<file path="src/rtl/xbar_cfg_arbiter_pkg.sv">
// rtl/xbar_cfg_arbiter_pkg.sv - shared state encoding and requester IDs for the crossbar config arbiter
package xbar_cfg_arbiter_pkg;

    typedef enum logic [1:0] {
        ST_IDLE  = 2'd0,
        ST_ISSUE = 2'd1,
        ST_GUARD = 2'd2
    } state_e;

    localparam logic REQ_WB   = 1'b0;
    localparam logic REQ_GPIO = 1'b1;

endpackage

</file>
<file path="src/rtl/xbar_cfg_arbiter_if.sv">
// rtl/xbar_cfg_arbiter_if.sv - requester/crossbar handshake bundle; cfg_count only with XBAR_CFG_ARB_COUNT_EN
interface xbar_cfg_arbiter_if #(
    parameter int CONTROL_BIT_WIDTH = 2,
    parameter int CNT_WIDTH         = 8
);
    logic [CONTROL_BIT_WIDTH-1:0] req0_config;
    logic                         req0_val;
    logic                         req0_rdy;
    logic [CONTROL_BIT_WIDTH-1:0] req1_config;
    logic                         req1_val;
    logic                         req1_rdy;
    logic [CONTROL_BIT_WIDTH-1:0] control;
    logic                         control_val;
    logic                         control_rdy;
    logic                         busy;
    logic                         grant_id;
`ifdef XBAR_CFG_ARB_COUNT_EN
    logic [CNT_WIDTH-1:0]         cfg_count;

    modport slave (
        input  req0_config, req0_val, req1_config, req1_val, control_rdy,
        output req0_rdy, req1_rdy, control, control_val, busy, grant_id, cfg_count
    );
    modport master (
        output req0_config, req0_val, req1_config, req1_val, control_rdy,
        input  req0_rdy, req1_rdy, control, control_val, busy, grant_id, cfg_count
    );
`else
    modport slave (
        input  req0_config, req0_val, req1_config, req1_val, control_rdy,
        output req0_rdy, req1_rdy, control, control_val, busy, grant_id
    );
    modport master (
        output req0_config, req0_val, req1_config, req1_val, control_rdy,
        input  req0_rdy, req1_rdy, control, control_val, busy, grant_id
    );
`endif
endinterface

</file>
<file path="src/rtl/xbar_cfg_rr_arb.sv">
// rtl/xbar_cfg_rr_arb.sv - two-way round-robin grant with registered priority pointer
module xbar_cfg_rr_arb
    import xbar_cfg_arbiter_pkg::*;
(
    input  logic clk,
    input  logic reset,
    input  logic val0_i,
    input  logic val1_i,
    input  logic accept_i,
    output logic grant_o
);
    logic ptr_q, ptr_d;

    // Pointer only matters on contention; a lone requester always wins.
    assign grant_o = (val0_i && val1_i) ? ptr_q : val1_i;
    assign ptr_d   = accept_i ? ~grant_o : ptr_q;

    always_ff @(posedge clk or posedge reset) begin
        if (reset) begin
            ptr_q <= REQ_WB;
        end else begin
            ptr_q <= ptr_d;
        end
    end
endmodule

</file>
<file path="src/rtl/xbar_cfg_arbiter.sv">
// rtl/xbar_cfg_arbiter.sv - shares crossbar control port between WB and GPIO config; XBAR_CFG_ARB_COUNT_EN adds cfg_count
module xbar_cfg_arbiter
    import xbar_cfg_arbiter_pkg::*;
#(
    parameter int CONTROL_BIT_WIDTH = 2,
    parameter int GUARD_CYCLES      = 4,
    parameter int CNT_WIDTH         = 8
)(
    input  logic               clk,
    input  logic               reset,
    xbar_cfg_arbiter_if.slave  bus
);
    localparam int GW = (GUARD_CYCLES > 1) ? $clog2(GUARD_CYCLES) : 1;

    state_e                       state_q, state_d;
    logic [CONTROL_BIT_WIDTH-1:0] ctrl_q, ctrl_d;
    logic                         gid_q, gid_d;
    logic [GW-1:0]                guard_q, guard_d;
    logic                         accept;
    logic                         win_id;

    assign accept = (state_q == ST_IDLE) && (bus.req0_val || bus.req1_val);

    xbar_cfg_rr_arb u_rr (
        .clk      (clk),
        .reset    (reset),
        .val0_i   (bus.req0_val),
        .val1_i   (bus.req1_val),
        .accept_i (accept),
        .grant_o  (win_id)
    );

    always_ff @(posedge clk or posedge reset) begin
        if (reset) begin
            state_q <= ST_IDLE;
            ctrl_q  <= '0;
            gid_q   <= REQ_WB;
            guard_q <= '0;
        end else begin
            state_q <= state_d;
            ctrl_q  <= ctrl_d;
            gid_q   <= gid_d;
            guard_q <= guard_d;
        end
    end

    always_comb begin
        state_d = state_q;
        ctrl_d  = ctrl_q;
        gid_d   = gid_q;
        guard_d = guard_q;
        case (state_q)
            ST_IDLE: begin
                if (accept) begin
                    state_d = ST_ISSUE;
                    ctrl_d  = win_id ? bus.req1_config : bus.req0_config;
                    gid_d   = win_id;
                end
            end
            ST_ISSUE: begin
                if (bus.control_rdy) begin
                    if (GUARD_CYCLES == 0) begin
                        state_d = ST_IDLE;
                    end else begin
                        state_d = ST_GUARD;
                        guard_d = GW'(GUARD_CYCLES - 1);
                    end
                end
            end
            ST_GUARD: begin
                if (guard_q == '0) begin
                    state_d = ST_IDLE;
                end else begin
                    guard_d = guard_q - GW'(1);
                end
            end
            default: state_d = ST_IDLE;
        endcase
    end

    always_comb begin
        bus.req0_rdy    = (state_q == ST_IDLE) && bus.req0_val && (win_id == REQ_WB);
        bus.req1_rdy    = (state_q == ST_IDLE) && bus.req1_val && (win_id == REQ_GPIO);
        bus.control_val = (state_q == ST_ISSUE);
        bus.busy        = (state_q != ST_IDLE);
    end

    assign bus.control  = ctrl_q;
    assign bus.grant_id = gid_q;

`ifdef XBAR_CFG_ARB_COUNT_EN
    logic [CNT_WIDTH-1:0] cnt_q;

    always_ff @(posedge clk or posedge reset) begin
        if (reset) begin
            cnt_q <= '0;
        end else if ((state_q == ST_ISSUE) && bus.control_rdy) begin
            cnt_q <= cnt_q + CNT_WIDTH'(1);
        end
    end

    assign bus.cfg_count = cnt_q;
`endif
endmodule
</file>
<file path="src/flat_wrapper.sv">
// flat-port wrapper written by rule: the top's interface ports become plain ports
module xbar_cfg_arbiter_flat import xbar_cfg_arbiter_pkg::*;
#(
    parameter int CONTROL_BIT_WIDTH = 2,
    parameter int GUARD_CYCLES      = 4,
    parameter int CNT_WIDTH         = 8
)
  (clk, reset, bus_req0_config, bus_req0_val, bus_req1_config, bus_req1_val, bus_control_rdy, bus_req0_rdy, bus_req1_rdy, bus_control, bus_control_val, bus_busy, bus_grant_id);
  xbar_cfg_arbiter_if #(.CONTROL_BIT_WIDTH(CONTROL_BIT_WIDTH), .CNT_WIDTH(CNT_WIDTH)) bus_i ();
  input  logic clk;
  input  logic reset;
  input wire logic [$bits(bus_i.req0_config)-1:0] bus_req0_config;
  input wire logic [$bits(bus_i.req0_val)-1:0] bus_req0_val;
  input wire logic [$bits(bus_i.req1_config)-1:0] bus_req1_config;
  input wire logic [$bits(bus_i.req1_val)-1:0] bus_req1_val;
  input wire logic [$bits(bus_i.control_rdy)-1:0] bus_control_rdy;
  output wire logic [$bits(bus_i.req0_rdy)-1:0] bus_req0_rdy;
  output wire logic [$bits(bus_i.req1_rdy)-1:0] bus_req1_rdy;
  output wire logic [$bits(bus_i.control)-1:0] bus_control;
  output wire logic [$bits(bus_i.control_val)-1:0] bus_control_val;
  output wire logic [$bits(bus_i.busy)-1:0] bus_busy;
  output wire logic [$bits(bus_i.grant_id)-1:0] bus_grant_id;
  assign bus_i.req0_config = bus_req0_config;
  assign bus_i.req0_val = bus_req0_val;
  assign bus_i.req1_config = bus_req1_config;
  assign bus_i.req1_val = bus_req1_val;
  assign bus_i.control_rdy = bus_control_rdy;
  assign bus_req0_rdy = bus_i.req0_rdy;
  assign bus_req1_rdy = bus_i.req1_rdy;
  assign bus_control = bus_i.control;
  assign bus_control_val = bus_i.control_val;
  assign bus_busy = bus_i.busy;
  assign bus_grant_id = bus_i.grant_id;
  xbar_cfg_arbiter #(.CONTROL_BIT_WIDTH(CONTROL_BIT_WIDTH), .GUARD_CYCLES(GUARD_CYCLES), .CNT_WIDTH(CNT_WIDTH)) u_core (.clk(clk), .reset(reset), .bus(bus_i));
endmodule
</file>
<file path="config.mk">
export PLATFORM = sky130hd
export DESIGN_NAME = xbar_cfg_arbiter_flat
export DESIGN_NICKNAME = d
export VERILOG_FILES = /design/src/rtl/xbar_cfg_arbiter_pkg.sv /design/src/rtl/xbar_cfg_arbiter_if.sv /design/src/rtl/xbar_cfg_rr_arb.sv /design/src/rtl/xbar_cfg_arbiter.sv /design/src/flat_wrapper.sv
export SDC_FILE = /design/constraint.sdc
export NUM_CORES = 1
export LEC_CHECK = 0
export ABC_AREA = 1
export CORE_AREA = 2 2 39 41
export DETAILED_ROUTE_END_ITERATION = 10
export DIE_AREA = 0 0 41 43
export GPL_ROUTABILITY_DRIVEN = 0
export PLACE_DENSITY = 0.63
export SLEW_MARGIN = 10
export SYNTH_ARGS = -nofsm -noshare
export SYNTH_HDL_FRONTEND = slang
export SYNTH_HIERARCHICAL = 1
export SYNTH_SLANG_ARGS = --single-unit
</file>
<file path="constraint.sdc">
create_clock -name clk -period 2.9 [get_ports clk]
set_clock_uncertainty 0.1 [all_clocks]
set_input_delay 0.29 -clock clk [delete_from_list [all_inputs] [get_ports clk]]
set_output_delay 0.29 -clock clk [all_outputs]
set_load 0.01 [all_outputs]
</file>
== Yosys cells after proc, flatten, opt, wreduce, memory -nomap -nowiden ==
Index checks and enable logic that the tools add are counted.
Cells by class
  bitwise operators: 1
  eq/ne operators: 6
  multiplexer cells: 9
  add/subtract/negate cells: 1
  reduce and logical (&&, ||, !) cells: 14
Operators by type and width (number)
  $mux 2: 6
  $logic_and 1x1->1: 6
  $ne 2x2->1 const B: 3
  $pmux 2 s3: 1
  $reduce_and 3->1: 2
  $logic_not 2->1: 2
  $pmux 2 s2: 1
  $reduce_bool 2->1: 2
  $eq 2x1->1 const B: 1
  $eq 2x2->1 const B: 1
  $ne 2x1->1 const B: 1
  $reduce_and 2->1: 1
  $sub 2x1->2 const B: 1
  $logic_or 1x1->1: 1
  $mux 1: 1
  $not 1->1: 1
Storage, ports and cells
  register bits after elaboration: 8
  output and inout bits: 7
  input bits: 9

== Longest topological paths before layout ==
Gate-level depths: netlist of run 1.
  depth after elaboration: 4
  mapped depth: 9
  mapped depth without buffers: 9

== Hierarchy ==
The synthesis of run 1 kept the hierarchy.
By module, submodules not included
  xbar_cfg_arbiter: times used 1, area each 379.1 sq um, sequential area each 175.2 sq um, cells an instance 53
  xbar_cfg_rr_arb: times used 1, area each 57.6 sq um, sequential area each 25.0 sq um, cells an instance 9

== Worst setup path before layout of run 1 ==
OpenSTA, ideal clock, no wires.
  path type: register to output
  start: register u_core.u_rr.ptr_q
  end: output bus_req0_rdy
  cell stages (with the launch flop): 8
  slack: 1.650 ns
  data required time: 2.510 ns
  arrival: 0.860 ns
  buffers on the path: 0
  path through: dfrtp_1 > inv_1 > nand2_1 > nand2_1 > inv_1 > inv_1 > nand2_1 > nor2_1
Between the ends
  cells in the longest elaborated chain, start to end: 3
RTL lines
  from (decl): RTL line xbar_cfg_rr_arb.sv:12  | logic ptr_q, ptr_d;
  from (signal assigned): RTL line xbar_cfg_rr_arb.sv:22  | ptr_q <= ptr_d;
  $mux 1: RTL line xbar_cfg_rr_arb.sv:15  | assign grant_o = (val0_i && val1_i) ? ptr_q : val1_i;
  net u_core.win_id: RTL line xbar_cfg_arbiter.sv:20  | logic win_id;
  $not 1->1: RTL line xbar_cfg_arbiter.sv:82  | bus.req0_rdy = (state_q == ST_IDLE) && bus.req0_val && (win_id == REQ_WB);
  $logic_and 1x1->1: RTL line xbar_cfg_arbiter.sv:82
  to (decl): RTL line flat_wrapper.sv:17  | output wire logic [$bits(bus_i.req0_rdy)-1:0] bus_req0_rdy;
The timed path passes the listed nets, and every way through them passes these cells.

== Final worst setup path of run 1 ==
  start: input bus_req0_val
  end: output bus_req0_rdy
Between the ends
  cells in the longest elaborated chain, start to end: 4
RTL lines
  from (decl): RTL line flat_wrapper.sv:13  | input wire logic [$bits(bus_i.req0_val)-1:0] bus_req0_val;
  $logic_and 1x1->1: RTL line xbar_cfg_rr_arb.sv:15
  $mux 1: RTL line xbar_cfg_rr_arb.sv:15
  net u_core.win_id: RTL line xbar_cfg_arbiter.sv:20
  $not 1->1: RTL line xbar_cfg_arbiter.sv:82
  $logic_and 1x1->1: RTL line xbar_cfg_arbiter.sv:82
The timed path passes the listed nets, and every way through them passes these cells.

==> results of run 1 <==
[per-stage QoR]
step	setup slack (ns)	power, mW	hold WS (ns)	instance area [um2]
after floorplan	1.65	0.384	-0.0813	437
after global placement	0.698	0.506	0.359	607
after detailed placement	0.670	0.513	0.365	607
after CTS	0.666	0.600	0.0939	629
after global routing	0.536	0.649	0.111	629
final	0.684	0.589	0.0990	629
[final timing paths]
kind	cells after the start	from	to	slack (ns)
setup reg to reg	7	u_core/guard_q[0]	u_core/guard_q[0]	1.75
setup / recovery	8	bus_req0_val	bus_req0_rdy	0.68
max in group asynchronous	2	reset	u_core/guard_q[1]	2.28
hold / removal	2	reset	u_core/u_rr/ptr_q	0.1
hold reg to reg	2	u_core/bus.control[1]	u_core/bus.control[1]	0.37
min in group clk	2	u_core/bus.control[1]	u_core/bus.control[1]	0.37
[synthesized netlist by cell type]
master | count | share of area
or2_0 | 1 | 0.014
o31ai_1 | 1 | 0.017
o21ai_1 | 1 | 0.011
inv_2 | 1 | 0.0086
nor2_1 | 5 | 0.043
ha_1 | 1 | 0.029
nor2_2 | 1 | 0.014
nand3_1 | 4 | 0.046
dfrtp_1 | 8 | 0.46
nor2_4 | 1 | 0.026
nand2_1 | 27 | 0.23
nand2_2 | 1 | 0.014
inv_1 | 10 | 0.086
[area by class of cell]
type / count / share of cell area
Sequential cell: 8 / 0.318
Timing Repair Buffer: 15 / 0.239
Multi-Input combinational cell: 43 / 0.310
Tap cell: 16 / 0.0318
Clock buffer: 3 / 0.0358
Inverter: 11 / 0.0656
[critical path, cell delays in order]
cell,delay [ns]
clkdlybuf4s50_1,0.52
nand2_1,0.07
nand2_1,0.07
inv_1,0.09
inv_1,0.10
nand2_1,0.05
nor2_1,0.10
clkdlybuf4s50_1,0.54
[per-layer routing]
layer | vias up | track usage
li1 | 220 | -
met1 | 183 | 0.139
met2 | 7 | 0.178
met3 | 0 | 0.0785
met4 | 0 | 0.0400
met5 | - | 0
[sequential cells by signal, summed over array words and instances, names as in the netlist]
name and count:
u_core/guard_q 2, u_core/u_rr/ptr_q 1, u_core/bus.grant_id 1, u_core/bus.control 2
u_core/state_q 2
[power groups by stage]
| stage | combinational [mW] | clock (mW) | sequential (mW) |
|---|---|---|---|
| after CTS | 0.310 | 0.0872 | 0.203 |
| after detailed placement | 0.309 | 0 | 0.204 |
| final | 0.304 | 0.0823 | 0.203 |
| after floorplan | 0.176 | 0 | 0.208 |
| after global placement | 0.304 | 0 | 0.203 |
| after global routing | 0.343 | 0.0964 | 0.209 |
[kinds of logic after synthesis]
group	synth area share
and+or+nand+nor	0.390
buffers and inverters	0.0946
DFF	0.458
AOI/OAI and AO/OA	0.0286
adders and majority gates	0.0286
==> results by stage, run 1 <==
Status:
- The flow ran to the end, and the final reports show no timing, DRC or antenna violations.

Clock network:
- The clock passes through at most 2 buffers.
- CTS built an H-tree with a depth of 1.
- The clock tree from TritonCTS is done.
- The sink count of the clock tree is 8.
- The buffer cell driving the clock tree root is clkbuf_4.
- The post-cts sizing count is 0.
- For the worst-skew pair, the clock arrives at the later sink with an insertion delay of 0.25 ns.
- The clock-pin slew on the worst setup and hold paths is about 0.06 ns.
- For this design, the CTS-stage hold fixing added 0 buffers.
- The number of buffers added by the clock tree synthesis step is 3.
- Post-CTS timing repair inserted 0 buffers for setup.

STA:
- The number of endpoints with negative hold slack in the final report came to 0.
- The slew at the pin closest to its max-slew limit is ~0.3 ns.
- Setup violations remaining at the end of the flow were counted as 0.
- In the finished design, the share of the clock period the worst path needs comes to 0.764.
- The worst slew slack as a fraction of its limit is 0.800.
- Setup repair after global routing left no endpoint under its margin.
- The minimum clock period after layout is approximately 2.2 ns.
- Derived from the worst setup path, the maximum achievable clock frequency is approximately 450 MHz.
- The final total negative setup slack is 0 ns.
- The number of max-slew violations in the final report is 0.

Floorplan:
- The number of core rows is 14.
- The number of top-level pins is 16.
- The initial core utilization is 0.316.
- The vertical extent of the die is between 40 and 50 um.
- The horizontal die dimension is 41 um.
- The die covers 1760 um2.
- The core region is between 1000 and 1500 um2.

Pwr:
- The share of total power dissipated in sequential elements is 0.344.
- The power density over cell area is 935 nW/um2.
- The share of total power dissipated in combinational logic is 0.516.
- The fraction of power consumed by the clock network is 0.140.
- Cell internal power was estimated by the tool at 359 uW.
- The analysis attributes to net switching a power of roughly 230 uW.
- Of the total power, the share spent switching nets is 0.390.
- The leakage power figure is 0.333 nW.
- The maximum vdd drop is approximately 400 uV.

Routing:
- The wire length on met3 is ~35 um.
- The count of vias placed by the detailed router is between 400 and 500.
- For this run, the detailed router's first-pass iteration total came to 4.
- The detailed-routed wire length on met2 is roughly 440 um.
- The top routing layer in use is met3.
- In the final routed layout, each cell accounts on average for 9.07 um.
- The number of antenna-violating nets in the routed design is 0.
- After detailed routing, the number of vias per cell comes to about 4.3.
- In the final routing, the length of wire on met1 measures 400 um.
- The DRC marker count from the first detailed-route iteration is 9.
- The routed design has just under 900 um of wire.
- For this run, design rule violations remaining after detail routing come to 0.

Critical path:
- The critical path endpoint category is an output pin.
- At the worst endpoint, the required time is roughly 2.5 ns.
- The startpoint-to-endpoint class of the critical path is in -> out.
- The data arrival at the endpoint of the critical path is between 1.5 and 2 ns.
- The peak fanout along the critical path is 5.
- The kind of launch point of the worst setup path is a primary input.

Finish:
- The count of placed standard cells in the final layout, fillers left out is 96.
- The total area of multi-input combinational cells is ~200 um2.
- The area growth from synthesis to layout is 44.1%.
- The most common library cell in the layout ignoring fill and taps is nand2_1.
- The total number of nets in the final design is slightly above 90.
- The core occupancy in the finished layout is 0.455.
- The library cells used most frequently in the layout, excluding fill and tap cells, are 27 x nand2_1, 15 x clkdlybuf4s50_1, 10 x inv_1.
- The antenna diode count is 0.
- The area used by sequential logic in the layout is ~200 um2.
- In the final layout, the share of cells above drive strength 1 is 0.0875.
- Counting the fill cells in the layout gives 151.

Worst hold path:
- The type of the tightest min-delay check is in -> async.

Flow run:
- Max-cap violations in this run came to 0.

Synth:
- The post-synthesis area per instance is a little over 7 um2.
- The number of synthesized register bits is 8.
- After synthesis the cells add up to about 440 um2.
- After technology mapping, the gate count stands at 62.
- The number of nets handed over by synthesis was between 70 and 80.
- The post-synthesis cell type count is 13.
- The share of the Yosys chip area taken by registers is 0.458.
- Yosys printed 6 warnings.

GRT:
- The pin count of the biggest net entering global routing is 8.
- The total grt overflow is 0.
- For this run, the total global-route usage over all layers was measured as 0.122.
- The via count of the first global-routing pass is approximately 370.
- The wire length of the first global-routing pass is around 1.4 mm.
- The initial antenna violation count came to 0.

Placed design:
- After legalization and detailed placement, the total HPWL measured a little over 700 um.
- During placement, the flow inserted port buffers numbering 15.
- The count of placed standard cells including taps is 93.
Note: power is estimated with default switching activity, not from simulation.
==> run 2, diff against run 1 <==
--- a/config.mk
+++ b/config.mk
@@ -10,7 +10,7 @@
 export DETAILED_ROUTE_END_ITERATION = 10
 export DIE_AREA = 0 0 41 43
 export GPL_ROUTABILITY_DRIVEN = 0
-export PLACE_DENSITY = 0.63
+export PLACE_DENSITY = 0.65
 export SLEW_MARGIN = 10
 export SYNTH_ARGS = -nofsm -noshare
 export SYNTH_HDL_FRONTEND = slang
==> constraint.sdc (replaced) <==
create_clock -name clk -period 1.9 [get_ports clk]
set_clock_uncertainty 0.1 [all_clocks]
set_input_delay 0.19 -clock clk [delete_from_list [all_inputs] [get_ports clk]]
set_output_delay 0.19 -clock clk [all_outputs]
set_load 0.01 [all_outputs]
==> results by stage, run 2 (synthesis results as in run 1) <==
STA:
- The worst slew slack as a fraction of its limit is 0.795.
- Setup violations remaining at the end of the flow were counted as 0.
- The final setup slack of the worst path is 0.218 ns.
- For this run, the top clock speed supported by timing is between 500 and 600 MHz.
- The number of endpoints with negative hold slack in the final report came to 0.
- The final critical-path share of the clock period is 0.885.
- On the final layout, the worst hold slack is 0.374 ns.
- The slew at the pin closest to its max-slew limit is just over 0.3 ns.
- The number of max-slew violations in the final report is 0.
- Setup repair after global routing left no endpoint under its margin.
- The final total negative setup slack is 0 ns.
- The minimum clock period after layout is ~1.7 ns.

Critical path:
- The standard cell with the maximum stage delay on the critical path is clkdlybuf4s50_1.
- The critical path data required time is 1.61 ns.
- Following the worst setup path forward leads to its endpoint at bus_busy.
- The slack of the worst reg-to-reg path is around 0.72 ns.
- In this run the critical register-to-register path is captured at u_core/bus.control[0].
- The most critical setup path has its startpoint at u_core/state_q[1].
- The setup path with the least slack is of type reg -> out.
- The kind of cell adding the most delay to the critical path is buffers and inverters.
- The largest stage delay on the critical path is ~0.54 ns.
- The number of cells on the worst reg-to-reg path is 10.
- Of all nets on the critical path, the largest fanout is 5.
- Data arrives at the worst endpoint at roughly 1.4 ns.
- The worst setup path is launched from a register.
- The worst register-to-register path begins at u_core/u_rr/ptr_q.
- The worst setup path is captured at an output pin.
- The critical path buffer and inverter count is 2.
- Walking the worst path, the cells encountered are nor2_2, inv_2, clkdlybuf4s50_1.
- The critical path crosses 3 cells after its start point.

Placed design:
- The detailed-placement wirelength estimate is between 700 and 800 um.
- At the placement stage, the worst setup path has a slack of -0.0165 ns.
- The count of placed standard cells including taps is between 90 and 100.
- The count of input and output buffers is 15.
- The cell area after placement is 637 um2.

Floorplan:
- The number of core rows is 14.
- The vertical extent of the die is 43 um.
- The die area is between 1500 and 2000 um2.
- 16 I/O pins were placed.
- The core footprint is ~1400 um2.
- The horizontal die dimension is approximately 40 um.
- For this configuration, the core starts out at a cell density of 0.316.

Routing:
- Across all layers, the routed design uses approximately 460 vias.
- The wire length on met3 is about 62 um.
- Dividing the detail-routed via count by the number of cells gives between 4 and 5.
- The detailed-routed wire length on met2 is between 400 and 500 um.
- The number of antenna-violating nets in the routed design is 0.
- The highest metal layer carrying signal wires in the routed design is met4.
- The detailed router finished its first iteration with 20 violations.
- After detailed routing, the average wire length per cell comes to around 9.8 um.
- The total routed wirelength is about 990 um.
- Before antenna repair, the detailed router went through 4 iterations.
- For this block, wires on met1 add up to about 420 um.
- The final routed DRC violation total is 0.

Clock network:
- The deepest level of the CTS H-tree is 1.
- After clock tree synthesis, the clock-pin slew on the worst setup and hold paths is roughly 0.06 ns.
- The number of buffers added by the clock tree synthesis step is 3.
- Clock tree synthesis selected as its root buffer the cell clkbuf_4.
- The source-to-sink clock delay at the later pin of the worst-skew pair is ~0.26 ns.
- Once the clock tree was built, the setup fixing pass inserted 0 buffers.
- The sink count of the clock tree is 8.
- The clock tree from TritonCTS is done.
- No sink is reached through more buffers than the 2 on the longest clock path.

Finish:
- The library cells used most frequently in the layout, excluding fill and tap cells, are 27 x nand2_1, 13 x clkdlybuf4s50_1, 10 x inv_1.
- The most common library cell in the layout ignoring fill and taps is nand2_1.
- The post-synthesis to final-layout area growth is 53.6%.
- Summing all non-filler instances in the final layout gives an area of 671 um2.
- Of the cells placed in the final design, the portion with a size suffix greater than 1 is 0.129.
- At the end of the flow, the number of nets in the layout was just under 100.
- The antenna diode count is 0.
- Excluding fillers, the count of instances in the completed layout stands at a little over 100.
- The number of fill cells in the layout is 146.

GRT:
- The via count of the first global-routing pass came to 403.
- The initial antenna violation count is 0.
- The first global-routing pass estimated 1.55 mm of wire.
- The total grt overflow is 0.
- For this run, the total global-route usage over all layers was measured as 0.136.
- Entering global routing, the biggest net connects 8 pins.

Pwr:
- The power density over cell area is between 1000 and 1500 nW/um2.
- The leakage power figure is ~0.38 nW.
- The maximum vdd drop is around 720 uV.

Flow run:
- The tool flagged a number of max-cap violations equal to 0.

Worst hold path:
- The type of the tightest min-delay check is reg -> reg.

Status:
- The run finished with clean final reports.
-- run 2: final cells by class --
class	instances	area (um2)	area share
repair buffers	20	191	0.285
well taps	16	20.0	0.0299
multi-input cells	43	195	0.291
flip-flops and latches	8	200	0.299
inverters	11	41.3	0.0616
clock buffers	3	22.5	0.0336
-- run 2: layer usage --
layer | GRT usage | vias up
li1 | - | 232
met1 | 0.149 | 202
met2 | 0.203 | 21
met3 | 0.0785 | 2
met4 | 0.0600 | 0
met5 | 0 | -
-- run 2: worst min path at each step --
stage	startpoint	end	slack, ns	cells after the start
2_1_floorplan	reset	u_core/u_rr/ptr_q	-0.18	1
3_3_place_gp	reset	u_core/u_rr/ptr_q	0.26	2
3_5_place_dp	reset	u_core/u_rr/ptr_q	0.27	2
4_1_cts	u_core/bus.control[0]	u_core/bus.control[0]	0.38	2
5_1_grt	u_core/bus.control[0]	u_core/bus.control[0]	0.40	2
6_report	u_core/bus.control[0]	u_core/bus.control[0]	0.37	2
-- run 2: worst register-to-register path, delay by kind of cell (launching register included) --
family / cells / cell delay (ns)
simple gates: 6 / 0.30
flops: 1 / 0.32
buf+inv: 4 / 0.35
-- run 2: what timing repair did --
item	CTS	global route
hold buffers	1	0
pin swaps	0	0
hold endpoints to repair	1	0
gates resized for setup	1	1
setup endpoints to repair	1	1
-- run 2: report_power, final --
part	switching (mW)	internal [mW]	total, mW
Clock	0.0549	0.0721	0.127
Sequential	0.0563	0.255	0.311
Combinational	0.252	0.230	0.482
Total	0.364	0.557	0.920
-- run 2: stage by stage --
stage / utilization / total power [mW]
2_1_floorplan: - / 0.586
3_3_place_gp: 0.460 / 0.789
3_5_place_dp: 0.460 / 0.799
4_1_cts: 0.483 / 0.928
5_1_grt: 0.485 / 1.00
6_report: 0.485 / 0.920
==> run 3, diff against run 2 <==
--- a/config.mk
+++ b/config.mk
@@ -7,6 +7,8 @@
 export LEC_CHECK = 0
 export ABC_AREA = 1
 export CORE_AREA = 2 2 39 41
+export CTS_CLUSTER_DIAMETER = 60
+export CTS_CLUSTER_SIZE = 30
 export DETAILED_ROUTE_END_ITERATION = 10
 export DIE_AREA = 0 0 41 43
 export GPL_ROUTABILITY_DRIVEN = 0
@@ -16,3 +18,4 @@
 export SYNTH_HDL_FRONTEND = slang
 export SYNTH_HIERARCHICAL = 1
 export SYNTH_SLANG_ARGS = --single-unit
+export TNS_END_PERCENT = 20
==> results of run 3 <==
Final layout, timing and power as in run 2 (identical DEF).
